File: config.mk
export PLATFORM = sky130hd
export DESIGN_NAME = timer_share_arb
export DESIGN_NICKNAME = d
export VERILOG_FILES = /design/src/rtl/timer_share_arb.sv
export SDC_FILE = /design/constraint.sdc
export NUM_CORES = 1
export LEC_CHECK = 0
export ABC_CLOCK_PERIOD_IN_PS = 2900
export BUFFER_PORTS_ARGS = -buffer_cell sky130_fd_sc_hd__buf_4
export CORE_MARGIN = 2
export CORE_UTILIZATION = 55
export DETAILED_ROUTE_END_ITERATION = 6
export PLACE_DENSITY = 0.8
export SLEW_MARGIN = 20
export SYNTH_ARGS = -nofsm -noshare
export SYNTH_HDL_FRONTEND = slang
export SYNTH_SLANG_ARGS = --single-unit
File: constraint.sdc
create_clock -name i_clk -period 2.9 [get_ports i_clk]
set_input_delay 0.145 -clock i_clk [delete_from_list [all_inputs] [get_ports i_clk]]
set_output_delay 0.145 -clock i_clk [all_outputs]
set_load 0.01 [all_outputs]
File: src/rtl/timer_share_arb.sv
// timer_share_arb: round-robin arbiter sharing one countdown busy-timer between NREQ requesters
module timer_share_arb #(
  parameter int NREQ     = 4,
  parameter int LGNREQ   = 2,
  parameter int WAIT_MAX = 3
) (
  input  logic              i_clk,
  input  logic              i_reset,
  input  logic [NREQ-1:0]   i_req,
  output logic [NREQ-1:0]   o_grant,
  output logic [LGNREQ-1:0] o_owner,
  output logic              o_timer_start,
  input  logic              i_timer_busy,
  output logic [NREQ-1:0]   o_done,
  output logic              o_error
);
  localparam logic [2:0] S_IDLE  = 3'd0;
  localparam logic [2:0] S_START = 3'd1;
  localparam logic [2:0] S_WAIT  = 3'd2;
  localparam logic [2:0] S_RUN   = 3'd3;
  localparam logic [2:0] S_DONE  = 3'd4;
  localparam int WW = $clog2(WAIT_MAX + 1);
  localparam logic [WW-1:0] WLAST = WW'(WAIT_MAX - 1);
  localparam logic [LGNREQ:0] NMOD = (LGNREQ+1)'(NREQ);
  logic [2:0]        state_q, state_d;
  logic [NREQ-1:0]   grant_q, grant_d, done_q, done_d;
  logic [LGNREQ-1:0] owner_q, owner_d, ptr_q, ptr_d;
  logic              start_q, start_d, error_q, error_d;
  logic [WW-1:0]     wcnt_q, wcnt_d;
  logic [NREQ-1:0]   rot;
  logic [LGNREQ-1:0] off, win;
  logic [LGNREQ:0]   sum;
  logic              any;
  // winner search: rotate requests so ptr sits at bit 0, take the lowest set bit
  always_comb begin
    rot = NREQ'({i_req, i_req} >> ptr_q);
    off = '0;
    for (int k = NREQ - 1; k >= 0; k--)
      if (rot[k]) off = LGNREQ'(k);
    any = |i_req;
    sum = {1'b0, ptr_q} + {1'b0, off};
    win = (sum >= NMOD) ? LGNREQ'(sum - NMOD) : sum[LGNREQ-1:0];
  end
  // next-state and registered-output logic; start only when the shared timer is idle
  always_comb begin
    state_d = state_q;
    grant_d = grant_q;
    owner_d = owner_q;
    ptr_d   = ptr_q;
    wcnt_d  = wcnt_q;
    error_d = error_q;
    start_d = 1'b0;
    done_d  = '0;
    case (state_q)
      S_IDLE: if (any && !i_timer_busy) begin
        state_d = S_START;
        grant_d = NREQ'(1) << win;
        owner_d = win;
        start_d = 1'b1;
      end
      S_START: begin
        state_d = S_WAIT;
        wcnt_d  = '0;
      end
      S_WAIT: if (i_timer_busy) state_d = S_RUN;
        else if (wcnt_q == WLAST) begin
          state_d = S_DONE;
          error_d = 1'b1;
          done_d  = grant_q;
        end else wcnt_d = wcnt_q + 1'b1;
      S_RUN: if (!i_timer_busy) begin
        state_d = S_DONE;
        done_d  = grant_q;
      end
      S_DONE: begin
        state_d = S_IDLE;
        grant_d = '0;
        owner_d = '0;
        ptr_d   = (owner_q == LGNREQ'(NREQ - 1)) ? '0 : owner_q + 1'b1;
      end
      default: state_d = S_IDLE;
    endcase
  end
  // state and output registers
  always_ff @(posedge i_clk) begin
    if (i_reset) begin
      state_q <= S_IDLE;
      grant_q <= '0;
      owner_q <= '0;
      ptr_q   <= '0;
      wcnt_q  <= '0;
      error_q <= 1'b0;
      start_q <= 1'b0;
      done_q  <= '0;
    end else begin
      state_q <= state_d;
      grant_q <= grant_d;
      owner_q <= owner_d;
      ptr_q   <= ptr_d;
      wcnt_q  <= wcnt_d;
      error_q <= error_d;
      start_q <= start_d;
      done_q  <= done_d;
    end
  end
  assign o_grant       = grant_q;
  assign o_owner       = owner_q;
  assign o_timer_start = start_q;
  assign o_done        = done_q;
  assign o_error       = error_q;
endmodule

After elaboration in Yosys (flattened, before gate mapping)
Index checks and enable logic that the tools add are counted.
- eq/ne operators: 11
- bitwise logic cells: 2
- reductions and logical operators: 11
- multiplexer cells: 23
- shift operators: 2
- add/subtract/negate cells: 4
- magnitude comparators: 1
- operators with widths (operator ; number):
    2-bit 2-to-1 mux ; 9
    4-bit 2-to-1 mux ; 4
    4-bit case mux with 2 select lines ; 2
    3-bit 2-to-1 mux ; 4
    3-bit case mux with 4 select lines ; 1
    3-bit AND reduction ; 3
    2-bit != test (second input constant) ; 4
    2-bit case mux with 2 select lines ; 2
    8-bit by 2-bit right shift with 4-bit output ; 1
    3-bit by 2-bit == test with 1-bit output (second input constant) ; 2
    2-bit by 1-bit adder with 2-bit output (second input constant) ; 2
    2-bit == test (second input constant) ; 2
    2-bit nonzero test ; 2
    4-bit OR reduction ; 1
    1-bit by 2-bit left shift with 4-bit output (first input constant) ; 1
    2-bit by 2-bit adder with 3-bit output ; 1
    3-bit by 1-bit == test with 1-bit output (second input constant) ; 1
    3-bit == test (second input constant) ; 1
    3-bit >= comparator (second input constant) ; 1
    3-bit zero test ; 1
    3-bit != test (second input constant) ; 1
    1-bit NOT ; 2
    2-bit AND reduction ; 1
    2-bit OR reduction ; 1
    other kinds (4) ; 4
- register bits: 19
- input port bits: 7
- output and inout port bits: 12
- logic and storage cells: 62

Longest topological paths before layout
Gate-level depths: netlist of run 1.
- depth in word-level cells: 11
- gate-level depth with buffers: 8
- depth with buffers taken out: 8

Worst setup path before layout of run 1
No wires, ideal clock.
- kind: register -> register
- start point: register ptr_q[0]
- end point: register grant_q[1] (netlist: o_grant[1])
- required time: 2.783 ns
- library setup time: 0.117 ns
- buffers on the path: 1
- arrival: 1.756 ns
- clock period less this slack: 1.873 ns
- cell stages (with the launch flop): 8
- slack: 1.027 ns
- cells stage by stage: dfxtp_1 -> buf_6 -> or4_1 -> o211ai_1 -> ha_1 -> xnor2_1 -> xnor2_2 -> a32o_1
- longest elaborated chain between the ends: 11
- elaborated cells on any way between the ends: 12
- classes of those cells: add/sub (2); order compare (1); shift (2); mux (7)
- ends and longest elaborated chain (what ; line ; RTL):
    start: declaration ; 27 ; logic [LGNREQ-1:0] owner_q, owner_d, ptr_q, ptr_d;
    start signal: assignment ; 99 ; ptr_q <= ptr_d;
    8-bit by 2-bit right shift with 4-bit output ; 36 ; rot = NREQ'({i_req, i_req} >> ptr_q);
    2-bit 2-to-1 mux (4 in series) ; 39 ; if (rot[k]) off = LGNREQ'(k);
    2-bit by 2-bit adder with 3-bit output * ; 41 ; sum = {1'b0, ptr_q} + {1'b0, off};
    3-bit >= comparator or 2-bit by 1-bit subtractor with 2-bit output (tied branches) ; 42 ; win = (sum >= NMOD) ? LGNREQ'(sum - NMOD) : sum[LGNREQ-1:0];
    2-bit 2-to-1 mux * ; 42 ;
    1-bit by 2-bit left shift with 4-bit output * ; 57 ; grant_d = NREQ'(1) << win;
    4-bit 2-to-1 mux * ; 55 ; S_IDLE: if (any && !i_timer_busy) begin
    4-bit case mux with 2 select lines * ; 54 ; case (state_q)
    end signal: assignment ; 97 ; grant_q <= grant_d;
    end: declaration ; 26 ; logic [NREQ-1:0] grant_q, grant_d, done_q, done_d;
Every way passes the cells marked *; elsewhere a longest branch is shown, timed or not. The select of a mux whose other input is x is not followed.
A chain may end at the register's enable or synchronous reset.

Worst setup path in the final report of run 1
Same ends and word-level chain as after synthesis.

==> results of run 1 <==
[kinds of logic after synthesis]
| family | count (synthesis) |
|---|---|
| multiplexers | 2 |
| AO/OA/AOI/OAI | 24 |
| adder cells (fa/ha/maj) | 3 |
| XOR/XNOR | 2 |
| AND/OR/NAND/NOR | 46 |
| flip-flops | 19 |
| buffers and inverters | 8 |
[power by group]
| group | total (uW) | switching, uW | internal (uW) | leakage [uW] |
|---|---|---|---|---|
| logic | 79.1 | 43.7 | 35.4 | 0.000275 |
| clock network | 130 | 76.9 | 53.5 | 0.0000150 |
| registers | 280 | 9.99 | 270 | 0.000154 |
[final cells by class]
class | instances | area, sq um | area share [%]
Clock buffer | 4 | 26.3 | 2.43
Multi-Input combinational cell | 77 | 504 | 46.6
Tap cell | 16 | 20.0 | 1.85
Inverter | 4 | 15.0 | 1.39
Sequential cell | 19 | 380 | 35.2
Timing Repair Buffer | 18 | 135 | 12.5
[sequential cells by signal, summed over array words and instances, names as in the netlist]
name,count
o_done,4
o_error,1
o_grant,4
o_owner,2
o_timer_start,1
ptr_q,2
state_q,3
wcnt_q,2
[cells in the mapped netlist, drive strengths merged, types with 2 or more instances]
cell	instances	area share (%)
xnor2	2	2.7
inv	4	1.6
mux2i	2	2.1
nor2	19	7.6
o211ai	2	1.6
nand2b	3	2.3
buf	4	4.4
nand3	4	2.7
nor3	3	1.6
a21oi	6	3.6
nand2	7	2.8
o32ai	2	2.7
and2	4	2.7
ha	3	4.0
o21ai	5	2.7
dfxtp	19	40
[metal layers]
layer  vias up  routed length [um]  track usage, %  part of all wire (%)
li1        405                   -               -                     -
met1       378                 802            25.4                    46
met2        20                 831            33.7                    48
met3         4                  69            2.40                   4.0
met4         0                  33            10.6                   1.9
met5         -                   0               0                     0
[worst reg2reg max path: cells and delay by family (launching register included)]
| family | cells | cell delay [ns] |
|---|---|---|
| AO/OA/AOI/OAI | 3 | 0.63 |
| XOR/XNOR | 2 | 0.36 |
| adder cells (fa/ha/maj) | 1 | 0.20 |
| flip-flops | 1 | 0.56 |
| AND/OR/NAND/NOR | 1 | 0.11 |
[worst max path at each step]
stage | startpoint | end
2_1_floorplan | ptr_q[0] | o_grant[1]
3_3_place_gp | ptr_q[0] | o_grant[1]
3_5_place_dp | ptr_q[0] | o_grant[1]
4_1_cts | ptr_q[0] | o_grant[1]
5_1_grt | ptr_q[0] | o_grant[1]
6_report | ptr_q[0] | o_grant[1]
[through the flow]
stage / total power, uW / util, % / hold WS, ns / cells
after floorplan: 340 / - / 0.253 / 104
after global placement: 362 / 67.7 / 0.390 / 134
after detailed placement: 365 / 67.7 / 0.399 / 134
after CTS: 493 / 69.3 / 0.0849 / 138
after global routing: 517 / 69.3 / 0.0874 / 138
final: 490 / 69.3 / 0.0756 / 138
==> summary by stage, run 1 <==
Global routing
Entering global routing, the biggest net connects 13 pins. The initial antenna violation count is 0. The first global-routing pass estimated 2920 um of wire. The via count of the first global-routing pass came to approximately 700. For this run, the total global-route usage over all layers was measured as 20.2%. For this run the aggregate overflow at the end of global routing stands at 0.

Detailed routing
After detailed routing, the average wire length per cell comes to about 13 um. The count of TritonRoute iterations in the first routing pass is 5. Using the TritonRoute via totals, the vias-per-cell ratio works out to approximately 5.8. Detailed routing inserted a total of slightly above 800 vias. The count of nets left with antenna violations once routing finished came out at 0. The detailed router finished its first iteration with 11 violations.

The overall routed net length is between 1500 and 2000 um. The DRC violation count after routing is 0.

Worst setup path
The startpoint class of the critical path is a flop. STA puts the critical path data arrival time at 2.16 ns. Measured in cells, the most critical reg-to-reg path has a length of 7. The maximum single-stage delay on the critical path is ~0.56 ns. For this design, the slowest cell found on the critical path is dfxtp_1. The buffering stage count on the worst path with inverters included is 0. The worst setup path is captured at a flop. The critical path goes through nor3_1 > a311oi_1 > o211ai_1 > ha_1 > xnor2_1 > xnor2_2 > a32o_1. Across all register-to-register paths, the minimum setup slack is between 0.9 and 1 ns. The required time of the worst setup path is 3.09 ns.

The cell family contributing the most delay on the critical path is compound AO/OA/AOI/OAI gates. The classification of the worst setup path is reg2reg. The reg-to-reg critical path startpoint is ptr_q[0]. The worst register-to-register path ends at o_grant[1]. In this run the number of cells on the critical path is 7. Along the worst path, the maximum fanout reaches 12.

Cells and area
Leaving out fill and tap cells, the most frequent cells in the layout are nor2_1, dfxtp_1, buf_4. The summed area of non-filler cells in the final layout is 0.00108 sq mm. Fill cells in the final layout number ~130. Compared with the post-synthesis result, the final layout area differs by 14.9%. In the final layout, the share of cells above drive strength 1 is roughly a quarter. The number of antenna repair diodes is 0. For this run, the post-layout net count is around 130.

Clock network
The deepest clock path buffer count is 2. The count of cells resized by post-cts repair is 0. In this run the number of H-tree levels came out at 1. The total of hold buffers inserted after clock tree synthesis is 0. The number of setup buffers added after CTS is 0.

After clock tree synthesis, the clock-pin slew on the worst setup and hold paths is about 0.10 ns. The clock reaches the later pin of the worst-skew pair after between 0.2 and 0.3 ns. The TritonCTS buffer count is 3.

The cell chosen for the clock root is clkbuf_4. The TritonCTS clock tree is yes. The clock net in this run drives a total of 19 sinks.

Place
The area of placed instances is about 0.0011 sq mm. The detailed placement HPWL is 1340 um. The final weighted congestion in routability-driven placement is 0.849. The count of buffers added on input and output ports is 18. The post-place setup slack is around 0.9 ns.

Yosys
In the synthesized netlist the dominant register cell turns out to be dfxtp_1. The xor and xnor area share after synthesis is roughly 2.7%. The share of cell area taken by muxes after synthesis is around 2.1%. In the synthesized netlist, the number of instances is 104. During synthesis, Yosys emitted a total of 0 warnings. In this run, synthesis produced a sequential element count of 19.

After synthesis, the largest family of logic cells by area is simple AND/OR/NAND/NOR gates. The number of different library cells used by synthesis comes to 38. After synthesis the cells add up to 941 sq um. The number of synthesized flops with an enable pin is 0. Summing the areas of all fa, ha and maj instances in the mapped netlist gives ~4.0% of the synthesized area. Summing the areas of all compound-gate instances in the mapped netlist gives 19.9% of the synthesized area. The net count after synthesis is 114.

The mean cell area of the mapped netlist is slightly above 9 sq um. The share of flip-flops with an asynchronous set or reset after synthesis is 0%. The simple-gate portion of the synthesized area is about a quarter. Sequential cells were found to cover approximately two fifths of the synthesized design area.

Min path
The end of the worst hold path is ptr_q[1]. The worst hold path stage count is 2. The path type of the worst min-delay path is in2reg. The startpoint of the worst hold path is i_reset.

Status
The run finished with clean final reports.

STA
For this run, the top clock speed supported by timing is 507 MHz. Headroom to the max-slew limit came out at between 60% and 70%. The final critical path takes up between 60% and 70% of the cycle.

Setup repair after global routing left no endpoint under its margin. The transition time at the pin with the least slew margin is 0.450 ns. The final period demand of the worst path is just under 2 ns. The number of slew-limit violations in the final report came to 0.

Across the routed clock network, the largest skew measured is 0.00343 ns. Setup slack on the critical path of the routed design comes to around 0.93 ns. Adding up every negative setup slack in the final design gives 0 ns.

The number of hold violations in the final report is 0. The final count of negative-setup-slack endpoints is 0.

Floorplan
The chip width is ~45 um. The placeable core region is 0.00156 sq mm. The height of the die is between 40 and 50 um. The floorplan has 14 rows. The starting density of the core is about three fifths. The number of primary I/O pins is 19. The area of the die is roughly 0.0021 sq mm.

Pwr
The highest ir drop seen on vdd is slightly above 0.3 mV. The power density over cell area is between 400 and 500 mW/mm^2. In this run the static leakage power is 0.000444 uW.

Job
The number of max-cap violations is 0.
Note: power is estimated with default switching activity, not from simulation.
==> run 2: changes to the inputs <==
Settings changed: ABC_CLOCK_PERIOD_IN_PS 2900 to 1800, CORE_UTILIZATION 55 to 47, PLACE_DENSITY 0.8 to 0.73.
Clock period 2.9 ns to 1.8 ns, I/O delays scaled along.
==> run 2 against run 1 <==
  * Utilization down 11 points
  * Highest routed layer unchanged
  * Total power up 62%
  * Final cell count is 10% higher
  * Non-clock buffer count rose by 3
  * Critical path depth shrank 1
  * Worst setup slack lost 0.88 ns
  * Register-to-register slack worse by 0.88 ns
  * Combinational power up 64%
==> summary by stage, run 2 (same netlist as run 1, synthesis figures left out) <==
Status
The run finished with clean final reports.

Worst setup path
For this design, the slowest cell found on the critical path is or4_1. The required time of the worst setup path is 2.01 ns (-1.08 ns). The critical path's top delay family is simple AND/OR/NAND/NOR gates. The arrival time at the worst endpoint is 1.96 ns (-0.20 ns).

Walking the worst path, the cells encountered are or4_1 > o211ai_1 > ha_2 > xnor2_2 > xnor2_2 > a32o_1. The startpoint class of the critical path is a flop. The worst setup path is of the reg2reg kind. The maximum single-stage delay on the critical path was 0.46 ns (-0.10 ns). The buffering stage count on the worst path with inverters included is 0 (unchanged).

The maximum fanout count along the critical path is 6 (-6). In this design, the critical path's most frequently occurring cell is xnor2_2. The worst setup path is captured at a flop.

Clock network
The clock-pin slew on the worst setup and hold paths is 0.11 ns (about the same). The clock latency on the worst-skew pair is 0.30 ns (about the same). The deepest clock path buffer count is 2 (unchanged). The cell chosen for the clock root is clkbuf_4. The H-tree depth reported by CTS is 1 (unchanged). TritonCTS built the clock tree. The count of clock tree sinks was 19 (unchanged). The TritonCTS buffer count is 3 (unchanged).

STA
The number of hold violations in the final report was 0 (unchanged). The setup skew after layout is 0.00730 ns (+0.00387 ns). The post-route setup TNS is 0 ns (unchanged). The number of slew-limit violations in the final report is 0 (unchanged). The share of the clock period used by the worst path after layout is 97.5% (+30 points). Setup repair after global routing could not meet its margin everywhere. The final period demand of the worst path is 1.76 ns (-0.216 ns). The final count of negative-setup-slack endpoints is 0 (unchanged). The maximum clock frequency is 570 MHz (+12%). The transition time at the pin with the least slew margin is 0.429 ns (-0.0217 ns). The final worst-path setup slack came to 0.0449 ns (-0.884 ns). The headroom to the max-slew limit was 71.3% (+1.6 points).

Detailed routing
The total number of vias is 806 (-0.12%). The met2 routed wirelength is 946 um (+14%). The detailed-routed wire length on met3 was 73 um (+5.8%). The DRC violation count after routing was 0 (unchanged). The top layer reached by signal wires is met4. The wire length per cell after detailed routing came to 12.1 um (-3.7%).

The wire length the detailed router placed on met1 was 802 um (unchanged). The detail-routed via count per cell is 5.30 (-9.3%). The overall routed net length is 1840 um (+6.1%). The number of nets still failing antenna checks after routing is 0 (unchanged). The initial detailed-routing violation count came to 12 (+1). The count of TritonRoute iterations in the first routing pass is 4 (-1).

Floorplan
The starting density of the core was 49.0% (-11 points). The number of primary I/O pins was 19 (unchanged). The chip width is 48.7 um (+7.5%). The number of cell rows is 16 (+2). The placeable core region is 0.00192 sq mm (+23%). The area of the die is 0.00238 sq mm (+15%). The height of the die is 48.7 um (+7.5%).

Pwr
The power density over cell area came to 702 mW/mm^2 (+55%). The total chip power is 793 uW (+62%). The highest ir drop seen on vdd is 0.532 mV (+75%). The total leakage power was 0.000462 uW (+3.9%).

Job
The number of max-cap violations was 0 (unchanged).

Global routing
The global route total overflow is 0 (unchanged). The initial antenna violation count is 0 (unchanged). The pin count of the biggest net entering global routing is 12 (-1). The total routing resource utilization after global routing is 15.3% (-5.0 points). The first-pass GRT wire length is 2840 um (-2.8%). The via count of the first global-routing pass is 692 (-2.1%).

Cells and area
Leaving out fill and tap cells, the most frequent cells in the layout are buf_4, nor2_1, dfxtp_1. The final standard cell utilization of the core came to 58.8% (-11 points). The post-layout net count is 136 (+2.3%).

The library cell used most frequently in the layout, excluding fill and tap cells, is buf_4. The share of layout cells above drive strength 1 came to 28.8% (+5.0 points). The area overhead of the layout relative to synthesis is 20.1%. The number of antenna repair diodes is 0 (unchanged).

Place
The final weighted congestion in routability-driven placement is 0.788 (-7.2%). The post-place setup slack is 0.0125 ns (-0.907 ns). The count of input and output buffers is 18 (unchanged). The detailed placement HPWL is 1380 um (+2.7%).

Min path
The min-delay analysis places its worst path in the category in2reg.
-- run 2: changes by cell type in the layout (fill, tap and decap cells not counted), sizes merged --
| cell | delta |
|---|---|
| buf | +2 |
| clkinv | +1 |
-- run 2: through the flow --
stage | instances | instance area (sq um) | hold WS, ns
after global routing | 152 | 1130 | 0.0252
after floorplan | 104 | 952 | 0.198
after global placement | 146 | 1090 | 0.336
final | 152 | 1130 | 0.0234
after CTS | 150 | 1110 | 0.0155
after detailed placement | 146 | 1090 | 0.339
-- run 2: path summary, 6_finish.rpt --
path,start,to,slack (ns),cells past startpoint
hold / removal,i_reset,ptr_q[0],0.02,2
setup / recovery,ptr_q[0],o_grant[1],0.04,6
hold reg to reg,o_grant[3],o_grant[3],0.46,2
setup reg to reg,ptr_q[0],o_grant[1],0.04,6
-- run 2: power breakdown --
part	switching [uW]	total, uW	internal [uW]
logic	72.2	130	57.9
registers	15.1	449	434
clock network	131	214	82.8
total	218	793	575
-- run 2: cell type report --
class	instances	area, sq um
fillers	186	792
multi-input cells	77	514
flip-flops and latches	19	384
repair buffers	21	155
well taps	27	33.8
clock buffers	3	22.5
inverters	4	15.0
clock inverters	1	5.00
-- run 2: what timing repair did --
item                                    in CTS  in global routing
endpoints found under the setup margin       1                  6
pin swaps                                    1                  2
resized for setup                            0                  2
hold buffers                                 0                  0
setup buffers                                0                  2
-- run 2: per-layer routing --
layer  global-route usage (%)  vias up
met2                     27.4       15
met5                        0        -
met4                     5.71        0
li1                         -      411
met3                     4.94        4
met1                     16.6      376
